### src/rtl/updn_sched_pkg.sv
// Shared types and constants for the two-requester up/down counter scheduler.
package updn_sched_pkg;

   localparam int WIDTH_DEF = 4;

   localparam logic DIR_UP   = 1'b1;
   localparam logic DIR_DOWN = 1'b0;

   typedef enum logic [1:0] {
      IDLE = 2'd0,
      LOAD = 2'd1,
      RUN  = 2'd2,
      DONE = 2'd3
   } state_e;

endpackage

### src/rtl/updn_counter_core.sv
// Loadable modulo-2^WIDTH up/down counter; load wins over enable.
module updn_counter_core
   import updn_sched_pkg::*;
#(
   parameter int WIDTH = WIDTH_DEF
) (
   input  logic             clk,
   input  logic             rst,
   input  logic             load,
   input  logic [WIDTH-1:0] load_val,
   input  logic             en,
   input  logic             dir,
   output logic [WIDTH-1:0] count
);

   logic [WIDTH-1:0] r_count;

   // NOTE: sequential state uses non-blocking assignments so every register samples pre-edge values.
   always_ff @(posedge clk) begin
      if (rst) begin
         r_count <= '0;
      end else if (load) begin
         r_count <= load_val;
      end else if (en) begin
         r_count <= (dir == DIR_UP) ? r_count + 1'b1 : r_count - 1'b1;
      end
   end

   assign count = r_count;

endmodule

### src/rtl/updn_cnt_sched.sv
// Round-robin scheduler granting one of two requesters a shared up/down counting run.
module updn_cnt_sched
   import updn_sched_pkg::*;
#(
   parameter int WIDTH = WIDTH_DEF,
   parameter int NREQ  = 2
) (
   input  logic                  clk,
   input  logic                  rst,
   input  logic [NREQ-1:0]       req_valid,
   output logic [NREQ-1:0]       req_ready,
   input  logic [NREQ-1:0]       req_dir,
   input  logic [NREQ*WIDTH-1:0] req_start,
   input  logic [NREQ*WIDTH-1:0] req_steps,
   input  logic                  pause,
   output logic [WIDTH-1:0]      count,
   output logic                  busy,
   output logic                  done,
   output logic                  done_id
);

   state_e           r_state;
   state_e           w_state_nxt;
   logic             r_last;
   logic             r_id;
   logic             r_dir;
   logic [WIDTH-1:0] r_start;
   logic [WIDTH-1:0] r_rem;

   logic             w_grant;
   logic             w_accept;
   logic             w_sel_dir;
   logic [WIDTH-1:0] w_sel_start;
   logic [WIDTH-1:0] w_sel_steps;
   logic             w_load;
   logic             w_en;

   // r_last holds the most recent grant; on contention the other requester wins.
   always_comb begin
      // NOTE: every always_comb output gets a default first so no path can infer a latch.
      w_grant = req_valid[1];
      if (req_valid[0] && req_valid[1]) begin
         w_grant = ~r_last;
      end
   end

   assign w_accept = (r_state == IDLE) && (|req_valid);

   always_comb begin
      req_ready = '0;
      if (w_accept) begin
         req_ready[w_grant] = 1'b1;
      end
   end

   always_comb begin
      w_sel_dir   = req_dir[0];
      w_sel_start = req_start[0 +: WIDTH];
      w_sel_steps = req_steps[0 +: WIDTH];
      if (w_grant) begin
         w_sel_dir   = req_dir[1];
         w_sel_start = req_start[WIDTH +: WIDTH];
         w_sel_steps = req_steps[WIDTH +: WIDTH];
      end
   end

   always_comb begin
      w_state_nxt = r_state;
      case (r_state)
         IDLE: if (w_accept) w_state_nxt = LOAD;
         LOAD: w_state_nxt = (r_rem != '0) ? RUN : DONE;
         RUN:  if (!pause && (r_rem == WIDTH'(1))) w_state_nxt = DONE;
         DONE: w_state_nxt = IDLE;
         default: w_state_nxt = IDLE;
      endcase
   end

   assign w_load = (r_state == LOAD);
   assign w_en   = (r_state == RUN) && !pause;

   always_ff @(posedge clk) begin
      if (rst) begin
         r_state <= IDLE;
         r_last  <= 1'b1;
         r_id    <= 1'b0;
         r_dir   <= DIR_DOWN;
         r_start <= '0;
         r_rem   <= '0;
      end else begin
         r_state <= w_state_nxt;
         if (w_accept) begin
            r_last  <= w_grant;
            r_id    <= w_grant;
            r_dir   <= w_sel_dir;
            r_start <= w_sel_start;
            r_rem   <= w_sel_steps;
         end else if (w_en) begin
            r_rem <= r_rem - 1'b1;
         end
      end
   end

   updn_counter_core #(
      .WIDTH(WIDTH)
   ) u_core (
      .clk      (clk),
      .rst      (rst),
      .load     (w_load),
      .load_val (r_start),
      .en       (w_en),
      .dir      (r_dir),
      .count    (count)
   );

   assign busy    = (r_state != IDLE);
   assign done    = (r_state == DONE);
   assign done_id = done ? r_id : 1'b0;

endmodule

### config.mk
export PLATFORM = sky130hd
export DESIGN_NAME = updn_cnt_sched
export DESIGN_NICKNAME = d
export VERILOG_FILES = /design/src/rtl/updn_sched_pkg.sv /design/src/rtl/updn_counter_core.sv /design/src/rtl/updn_cnt_sched.sv
export SDC_FILE = /design/constraint.sdc
export NUM_CORES = 1
export LEC_CHECK = 0
export CAP_MARGIN = 20
export CORE_AREA = 2 2 51 43
export DETAILED_ROUTE_END_ITERATION = 8
export DIE_AREA = 0 0 53 45
export DONT_BUFFER_PORTS = 1
export PLACE_DENSITY = 0.73
export SLEW_MARGIN = 15
export SYNTH_ARGS = -nofsm -noshare
export SYNTH_HDL_FRONTEND = slang
export SYNTH_SLANG_ARGS = --single-unit
### constraint.sdc
create_clock -name clk -period 1.88 [get_ports clk]
set_input_delay 0.188 -clock clk [delete_from_list [all_inputs] [get_ports clk]]
set_output_delay 0.188 -clock clk [all_outputs]
set_load 0.01 [all_outputs]
**Word level (Yosys, flattened, before mapping)**

Cells that the tools add are included.

- Register bits: 17
- Input bits: 23
- Output and inout bits: 9
- Word-level logic and storage cells: 49

- $add $sub $neg: 3
- $lt $le $gt $ge: 2
- Equal/unequal tests: 6
- Multiplexer cells: 17
- Bitwise logic cells: 1
- Reductions and logical operators: 13

Operators by type and width:

| cell | number |
|---|---|
| 2-to-1 mux 4 bit | 7 |
| one-hot mux 2 bit (4 select lines) | 1 |
| subtractor 4 x 1 -> 4 bit, second input constant | 2 |
| 2-to-1 mux 2 bit | 3 |
| nonzero test 2 bit | 3 |
| logical AND 1 bit | 5 |
| 2-to-1 mux 1 bit | 5 |
| adder 4 x 1 -> 4 bit, second input constant | 1 |
| == test 2 bit, second input constant | 2 |
| == test 4 x 1 -> 1 bit, second input constant | 1 |
| inequality test 2 bit, second input constant | 2 |
| nonzero test 4 bit | 1 |
| == test 2 x 1 -> 1 bit, second input constant | 1 |
| logical NOT 2 bit | 1 |
| less-than comparator 1 x 2 -> 1 bit, second input constant | 1 |
| AND reduction 2 bit | 1 |
| OR reduction 2 bit | 1 |
| demux 1 bit (select 1 bit) | 1 |
| >= comparator 1 bit, second input constant | 1 |
| logical NOT 1 bit | 1 |
| inverter 1 bit | 1 |

**Longest topological paths before layout**

Gate-level depths: netlist of run 1.

- Depth in word-level cells: 7
- Mapped depth: 7
- Mapped depth without buffers: 6

**Hierarchy**

A second synthesis of run 1 with hierarchy kept.

- Cell total of the unflattened synthesis: 126
- Area total of the unflattened synthesis: 1138.6 um2

Modules (own cells, without submodules):

| module | times used | cells each | area an instance (um2) | seq. area each (um2) |
|---|---|---|---|---|
| updn_cnt_sched | 1 | 96 | 843.3 | 260.2 |
| updn_counter_core | 1 | 30 | 295.3 | 80.1 |

**Least setup slack after synthesis of run 1**

Ideal clock, no wire load.

- Kind: reg-to-reg
- Start point: reg r_state[0]
- End point: reg u_core.r_count[3], in the netlist u_core.count[3]
- Setup time: 115 ps
- Data arrival time: 1615 ps
- Data required time: 1765 ps
- Slack: 150 ps
- Stages on the path, launching flop included: 8
- Path buffers: 1
- Period minus slack after synthesis: 1730 ps
- Cells stage by stage: dfxtp_1 inv_1 ha_1 nor2b_1 clkbuf_1 and4_1 or4_1 and3_1

- Word-level cells in the longest chain between the ends: 3
- Elaborated cells on any way between the ends: 5
- Those cells by class: 2 x eq/ne; 1 x mux; 2 x reduce/logical

Ends and longest elaborated chain:

| what | line | text |
|---|---|---|
| start: declaration | updn_cnt_sched.sv:22 | `state_e r_state;` |
| start signal: assignment | updn_cnt_sched.sv:90 | `r_state <= w_state_nxt;` |
| == test 2 bit | updn_cnt_sched.sv:79 | `assign w_en = (r_state == RUN) && !pause;` |
| logical AND 1 bit | updn_cnt_sched.sv:79 |  |
| nonzero test 2 bit (no line) | - |  |
| end signal: assignment | updn_counter_core.sv:23 | `r_count <= load_val;` |
| end signal: assignment | updn_counter_core.sv:25 | `r_count <= (dir == DIR_UP) ? r_count + 1'b1 : r_count - 1'b1;` |
| end: declaration | updn_counter_core.sv:16 | `logic [WIDTH-1:0] r_count;` |

Parallel ways exist; a longest one is shown, timed or not.
A chain may end at the register's enable or synchronous reset.

**Final worst setup path of run 1**

- Start point: reg r_dir
- End point: reg u_core.r_count[3], in the netlist u_core.count[3]

- Word-level cells in the longest chain between the ends: 3

Ends and longest elaborated chain:

| what | line | text |
|---|---|---|
| start: declaration | updn_cnt_sched.sv:26 | `logic r_dir;` |
| start signal: assignment | updn_cnt_sched.sv:94 | `r_dir <= w_sel_dir;` |
| 2-to-1 mux 4 bit | updn_counter_core.sv:25 |  |
| 2-to-1 mux 4 bit | updn_counter_core.sv:24 | `end else if (en) begin` |
| 2-to-1 mux 4 bit | updn_counter_core.sv:22 | `end else if (load) begin` |

Every way passes these cells. The select of a mux whose other input is x is not followed.

==> results.sh, run 1 <==
export IMPL_die_width_um=53
export IMPL_dp_slack_ns=0.107
export IMPL_boundaryPins=32
export IMPL_floorplan_initialDensity_pct=58.5
export IMPL_synthCells=125
export IMPL_drc=0
export IMPL_hold_end="u_core.count[3]"
export IMPL_core_region_area_sq_mm=0.00184
export IMPL_internal_power_w=0.000963
export IMPL_finalSetupViolations=0
export IMPL_gp_congestion=0.898
export IMPL_dp_hpwl_um=1890
export IMPL_reg2reg_from="r_dir"
export IMPL_synthTopCellsByArea="dfxtp_1 (32%), ha_1 (12%), a32o_1 (7.4%), nor2_1 (5.9%), a22oi_1 (4.9%)"
export IMPL_crit_fanout=5
export IMPL_areaGrowthSynthToFinish_pct=7.91
export IMPL_synth_distinct_cells=34
export IMPL_clock_sinks=17
export IMPL_ys_top_cells_by_count="dfxtp_1 (17), nor2_1 (17), ha_1 (10), a32o_1 (8)"
export IMPL_finalMaxSlewViolations=0
export IMPL_synth_top_flop_cell="dfxtp_1"
export IMPL_swShare_pct=42.6
export IMPL_drt_iter0_drc=20
export IMPL_synth_top_area_cell="dfxtp_1"
export IMPL_fmax_ghz=0.564
export IMPL_cp_arrival_ns=1.97
export IMPL_fin_crit_ns=1.77
export IMPL_final_setup_tns_ns=0
export IMPL_htreeDepth=1
export IMPL_ff2ff_setup_slack_ns=0.11
export IMPL_tightest_slew_ns=0.591
export IMPL_final_core_util_pct=63.1
export IMPL_grt_max_degree=17
export IMPL_synth_seq_cells=17
export IMPL_clk_pin_slew_worst_paths_ns=0.10
export IMPL_cts_root_buffer="clkbuf_4"
export IMPL_synth_edf_count=0
export IMPL_synth_top_area_share_pct=31.6
export IMPL_crit_required_ns=2.08
export IMPL_hold_depth=2
export IMPL_grt_pass1_vias=891
export IMPL_finClkSkew_ns=0.00695
export IMPL_clockBufferDepth=2
export IMPL_die_area_sq_mm=0.00239
export IMPL_maxCapViolCount=0
export IMPL_dr_pass1_iters=4
export IMPL_dieHeight_um=45
export IMPL_start_kind="flip-flop"
export IMPL_hold_worst_slack_ns=0.140
export IMPL_yosys_warnings=0
export IMPL_grt_ovfl_total=0
export IMPL_status="complete, no violations"
export IMPL_relSlewSlack_pct=60.5
export IMPL_antennaDiodeCount=0
export IMPL_postRouteAntennaNets=0
export IMPL_grt_first_pass_wirelength_um=4120
export IMPL_ir_worst_vdd_mv=0.781
export IMPL_hp_class="in -> reg"
export IMPL_cts_buffers=3
export IMPL_synth_sequential_area_ratio_pct=31.6
export IMPL_seq_power_share_pct=36.5
export IMPL_setup_ws_ns=0.106
export IMPL_synthesis_nets=159
export IMPL_netlist_area_sq_mm=0.00108
export IMPL_finalHoldViolCount=0
export IMPL_power_leakage_nw=0.469
export IMPL_hold_start="rst"
export IMPL_drive_gt1_share_pct=12.5
export IMPL_numPortBuffers=0
export IMPL_fin_nets=163
export IMPL_fill_cells=167
export IMPL_fin_crit_sh_pct=94.3
export IMPL_routed_wl_um=2510
export IMPL_power_switching_w=0.000715
export IMPL_timing_rr_end="u_core.count[3]"
export IMPL_groute_usage_overall_pct=24.2
export IMPL_syn_avg_cell_area_sq_um=8.61
export IMPL_p_clk_share_pct=12.5
export IMPL_antenna_found_initial=0
export IMPL_power_density_mw_per_mm2=1440
export IMPL_cts_tree="yes"
export IMPL_wire_per_inst_um=16.5
export IMPL_crit_type="reg -> reg"
export IMPL_p_comb_share_pct=51.0
export IMPL_via_per_inst=6.08
export IMPL_ys_async_sr_fraction_pct=0
export IMPL_endpoint_kind="flip-flop"
export IMPL_reg2reg_depth=6
export IMPL_row_count=14
export IMPL_rsz0062_at_grt="no"
export IMPL_clk_latency_ns=0.30
export IMPL_vias=924
[worst max path at each step]
stage	from	to	slack, ns
2_1_floorplan	r_state[0]	u_core.count[3]	0.15
3_3_place_gp	r_state[0]	u_core.count[3]	0.19
3_5_place_dp	r_state[0]	u_core.count[3]	0.11
4_1_cts	r_state[0]	u_core.count[1]	0.06
5_1_grt	r_dir	u_core.count[3]	0.01
6_report	r_dir	u_core.count[3]	0.11
[registers in the layout (all words and copies together), names as in the netlist]
signal	flops
r_rem	4
r_start	4
u_core.count	4
r_state	2
r_dir	1
r_id	1
r_last	1
[worst max-delay path, cell delays in order (launching register included)]
cell and delay [ns]:
dfxtp_1 0.34, inv_1 0.09, ha_1 0.34, a21oi_1 0.20, a211oi_1 0.10, or4_1 0.45
and3_1 0.15
[per-layer routing]
layer | vias up | wire length, um | GRT usage, %
met5 | - | 0 | 0
met4 | 0 | 19 | 6.15
met3 | 2 | 130 | 8.28
met2 | 29 | 1140 | 37.8
met1 | 431 | 1230 | 32.4
li1 | 462 | - | -
[kinds of logic after synthesis]
group,share of synthesized area [%]
adders and majority gates,13.5
DFF,31.6
xor gates and xnor gates,1.63
AOI/OAI and AO/OA,24.5
and+or+nand+nor,19.4
muxes,3.84
buffers and inverters,5.47
[layout make-up]
cell class                 count  area (sq um)  share of cell area, %
clock buffer                   3          22.5                   1.94
clock inverter                 1          7.51                  0.647
inverter                       7          26.3                   2.26
multi-input combinational     93           679                   58.5
sequential                    17           340                   29.3
tap                           24          30.0                   2.59
timing repair buffer           7          55.1                   4.74
[per-stage QoR]
stage          cells  total power [W]  area [sq um]
5_1_grt          152          0.00183          1160
3_3_place_gp     147          0.00142          1120
6_report         152          0.00168          1160
3_5_place_dp     147          0.00146          1120
4_1_cts          152          0.00168          1160
2_1_floorplan    125          0.00124          1080
[cell usage in the layout (no fill, tap or decap), types with 5 or more instances in the layout]
| cell type | n |
|---|---|
| nor2_1 | 17 |
| dfxtp_1 | 17 |
| ha_1 | 10 |
| a32o_1 | 8 |
| inv_1 | 7 |
| a22oi_1 | 7 |
| nand2_1 | 6 |
| buf_4 | 6 |
| nor3_1 | 5 |
| a21oi_1 | 5 |
[power by group through the flow]
stage	Clock (W)	Combinational, W	Sequential [W]
floorplan	0	0.000650	0.000588
global placement	0	0.000810	0.000615
detailed placement	0	0.000836	0.000621
CTS	0.000215	0.000853	0.000611
global route	0.000236	0.000961	0.000633
finish	0.000210	0.000855	0.000613
[what timing repair did]
action	4_1_cts	5_1_grt
setup buffers	0	0
hold buffers	1	0
resized for setup	0	1
endpoints found under the setup margin	0	2
hold endpoints to repair	16	0
Power figures use the tool's default switching activity.
==> run 2, diff against run 1 <==
CAP_MARGIN = 15   (was 20)
==> results of run 2 <==
No change in the layout: final DEF, timing and power equal those of run 1.
==> run 3, diff against run 2 <==
ABC_CLOCK_PERIOD_IN_PS = 1880   (was default)
CORE_AREA = 2 2 52 44   (was 2 2 51 43)
DIE_AREA = 0 0 54 46   (was 0 0 53 45)
PLACE_DENSITY = 0.74   (was 0.73)
SLEW_MARGIN = 20   (was 15)
SYNTH_HIERARCHICAL = 1   (was default)
==> run 3 against run 2 <==
Sequential power grew 1%. Total power down 3.2%. Worst hold slack worse by 0.12 ns. Die area up 4.2%. Synthesized cell count grew 0.80%. Non-clock buffer count shrank 5. Combinational power down 6.9%. Final cell count fell by 0.66%. Via count is 0.22% higher. Sequential share of layout area decreased by 0.16 points. Utilization decreased by 5.5 points.
==> results.sh, run 3 <==
export IMPL_status="complete, no violations"
export IMPL_tightest_slew_ns=0.551
export IMPL_slowest_delay_ns=0.38
export IMPL_maxCapViolCount=0
export IMPL_finalHoldViolCount=0
export IMPL_htreeDepth=1
export IMPL_synthesis_nets=160
export IMPL_timing_rr_end="u_core/count[3]"
export IMPL_dieHeight_um=46
export IMPL_rsz0062_at_grt="no"
export IMPL_drc=0
export IMPL_finClkSkew_ns=0.00713
export IMPL_cts_root_buffer="clkbuf_4"
export IMPL_synthCells=126
export IMPL_fin_crit_ns=1.72
export IMPL_drt_iter0_drc=27
export IMPL_power_density_mw_per_mm2=1390
export IMPL_synth_sequential_area_ratio_pct=29.9
export IMPL_wire_per_inst_um=15.8
export IMPL_ff2ff_setup_slack_ns=0.16
export IMPL_synthAdderAreaFrac_pct=12.7
export IMPL_boundaryPins=32
export IMPL_crit_path_cell_trace="inv_1 -> ha_1 -> nor2b_1 -> buf_4 -> or3b_1 -> a21oi_1 -> a311o_2"
export IMPL_yosys_warnings=6
export IMPL_synth_top_flop_cell="dfxtp_1"
export IMPL_core_region_area_sq_mm=0.00203
export IMPL_synth_seq_cells=17
export IMPL_areaGrowthSynthToFinish_pct=2.53
export IMPL_startpoint="r_state[0]"
export IMPL_grt_max_degree=14
export IMPL_clk_latency_ns=0.30
export IMPL_clockBufferDepth=2
export IMPL_floorplan_initialDensity_pct=56.2
export IMPL_final_setup_tns_ns=0
export IMPL_multi_input_area_sq_um=724
export IMPL_reg2reg_from="r_state[0]"
export IMPL_synth_simple_area_share_pct=18.5
export IMPL_clk_pin_slew_worst_paths_ns=0.10
export IMPL_cts_tree="yes"
export IMPL_start_kind="flip-flop"
export IMPL_final_common_cell="dfxtp_1"
export IMPL_grt_ovfl_total=0
export IMPL_finalMaxSlewViolations=0
export IMPL_hp_class="in -> reg"
export IMPL_drive_gt1_share_pct=11.9
export IMPL_dp_hpwl_um=1790
export IMPL_crit_required_ns=2.13
export IMPL_postRouteAntennaNets=0
export IMPL_grt_pass1_vias=832
export IMPL_antenna_found_initial=0
export IMPL_fin_crit_sh_pct=91.3
export IMPL_clock_sinks=17
export IMPL_crit_fanout=13
export IMPL_power_leakage_nw=0.446
export IMPL_yosysMostFrequentCell="dfxtp_1"
export IMPL_numPortBuffers=0
export IMPL_synth_top_area_cell="dfxtp_1"
export IMPL_cts_buffers=3
export IMPL_ir_worst_vdd_mv=0.779
export IMPL_synth_distinct_cells=47
export IMPL_synth_top_family_by_area="compound AO/OA/AOI/OAI gates"
export IMPL_dr_pass1_iters=4
export IMPL_synth_top_area_share_pct=29.9
export IMPL_final_cell_mix="dfxtp_1 (17), a21oi_1 (11), nor2_1 (9), ha_1 (9), inv_1 (7)"
export IMPL_via_per_inst=6.13
export IMPL_crit_end="u_core/count[3]"
export IMPL_relSlewSlack_pct=63.0
export IMPL_synth_compound_area_share_pct=26.3
export IMPL_endpoint_kind="flip-flop"
export IMPL_vias=926
export IMPL_ys_top_cells_by_count="dfxtp_1 (17), a21oi_1 (11), ha_1 (10), nor2_1 (9), inv_1 (7)"
export IMPL_ys_async_sr_fraction_pct=0
export IMPL_syn_avg_cell_area_sq_um=9.04
export IMPL_row_count=15
export IMPL_synth_mux_area_fraction_pct=3.63
export IMPL_fmax_ghz=0.582
export IMPL_synth_xor_area_share_pct=2.31
export IMPL_reg2reg_depth=7
export IMPL_regArea_sq_um=340
export IMPL_die_area_sq_mm=0.00248
export IMPL_synth_edf_count=0
export IMPL_finalSetupViolations=0
export IMPL_synthTopCellsByArea="dfxtp_1 (30%), ha_1 (11%), a21oi_1 (4.8%), a22oi_1 (3.3%), nand3b_1 (3.3%)"
export IMPL_crit_slowest_cell="dfxtp_1"
export IMPL_netlist_area_sq_mm=0.00114
export IMPL_fin_nets=161
export IMPL_cp_arrival_ns=1.96
export IMPL_routed_wl_um=2390
export IMPL_fill_cells=186
export IMPL_antennaDiodeCount=0
export IMPL_groute_usage_overall_pct=21.0
export IMPL_die_width_um=54
export IMPL_hold_worst_slack_ns=0.0193
export IMPL_cts_setup_buffers=0
export IMPL_gp_congestion=0.864
export IMPL_crit_type="reg -> reg"
export IMPL_grt_first_pass_wirelength_um=3800
[run 3: per-layer routing]
| layer | global-route usage, % | wire, um | vias up |
|---|---|---|---|
| li1 | - | - | 459 |
| met1 | 30.2 | 1130 | 439 |
| met2 | 32.4 | 1080 | 24 |
| met3 | 3.29 | 153 | 4 |
| met4 | 6.00 | 25 | 0 |
| met5 | 0 | 0 | - |
[run 3: cell type report]
class / instances / share of cell area, %
clock buffer: 3 / 1.93
sequential: 17 / 29.2
clock inverter: 1 / 0.429
tap: 25 / 2.68
timing repair buffer: 2 / 1.50
multi-input combinational: 96 / 62.1
inverter: 7 / 2.25
[run 3: power breakdown]
group          internal (W)  total (W)  switching [W]  leakage, nW
combinational      0.000357   0.000796       0.000440        0.288
sequential         0.000482   0.000621       0.000139        0.140
clock             0.0000793   0.000208       0.000128       0.0177
[run 3: logic make-up (layout without fill, tap and decap cells)]
family	Yosys count	count (layout)
compound gates	41	41
simple gates	37	37
flops	17	17
buf+inv	13	13
fa+ha+maj	11	11
mux	4	4
xor+xnor	3	3
[run 3: what timing repair did]
| item | 4_1_cts | 5_1_grt |
|---|---|---|
| hold endpoints to repair | 11 | 0 |
| endpoints found under the setup margin | 0 | 1 |
| hold buffers | 1 | 0 |
| resized for setup | 0 | 1 |
[run 3: worst max-delay path, delay by kind of cell, from the launching register on]
kind,cells,cell delay [ns]
and+or+nand+nor,2,0.49
DFF,1,0.38
buffers and inverters,2,0.28
AOI/OAI and AO/OA,2,0.28
adders and majority gates,1,0.23
[run 3: per-stage QoR]
step	util [%]	worst slack (ns)	power [W]	cells	instance area (sq um)
6_report	57.6	0.163	0.00162	151	1170
3_3_place_gp	55.6	0.270	0.00138	146	1130
2_1_floorplan	-	0.156	0.00129	126	1140
4_1_cts	57.5	0.0998	0.00162	151	1160
5_1_grt	57.6	0.0393	0.00177	151	1170
3_5_place_dp	55.6	0.117	0.00141	146	1130
[run 3: how the worst min path moves through the flow]
stage                 startpoint         endpoint  slack [ns]  depth (start not counted)
floorplan                    rst  u_core/count[2]        0.26                          1
global placement             rst  u_core/count[2]        0.26                          1
detailed placement           rst  u_core/count[2]        0.26                          1
CTS                 req_steps[1]         r_rem[1]        0.02                          2
global route        req_steps[1]         r_rem[1]        0.02                          2
finish              req_steps[1]         r_rem[1]        0.02                          2
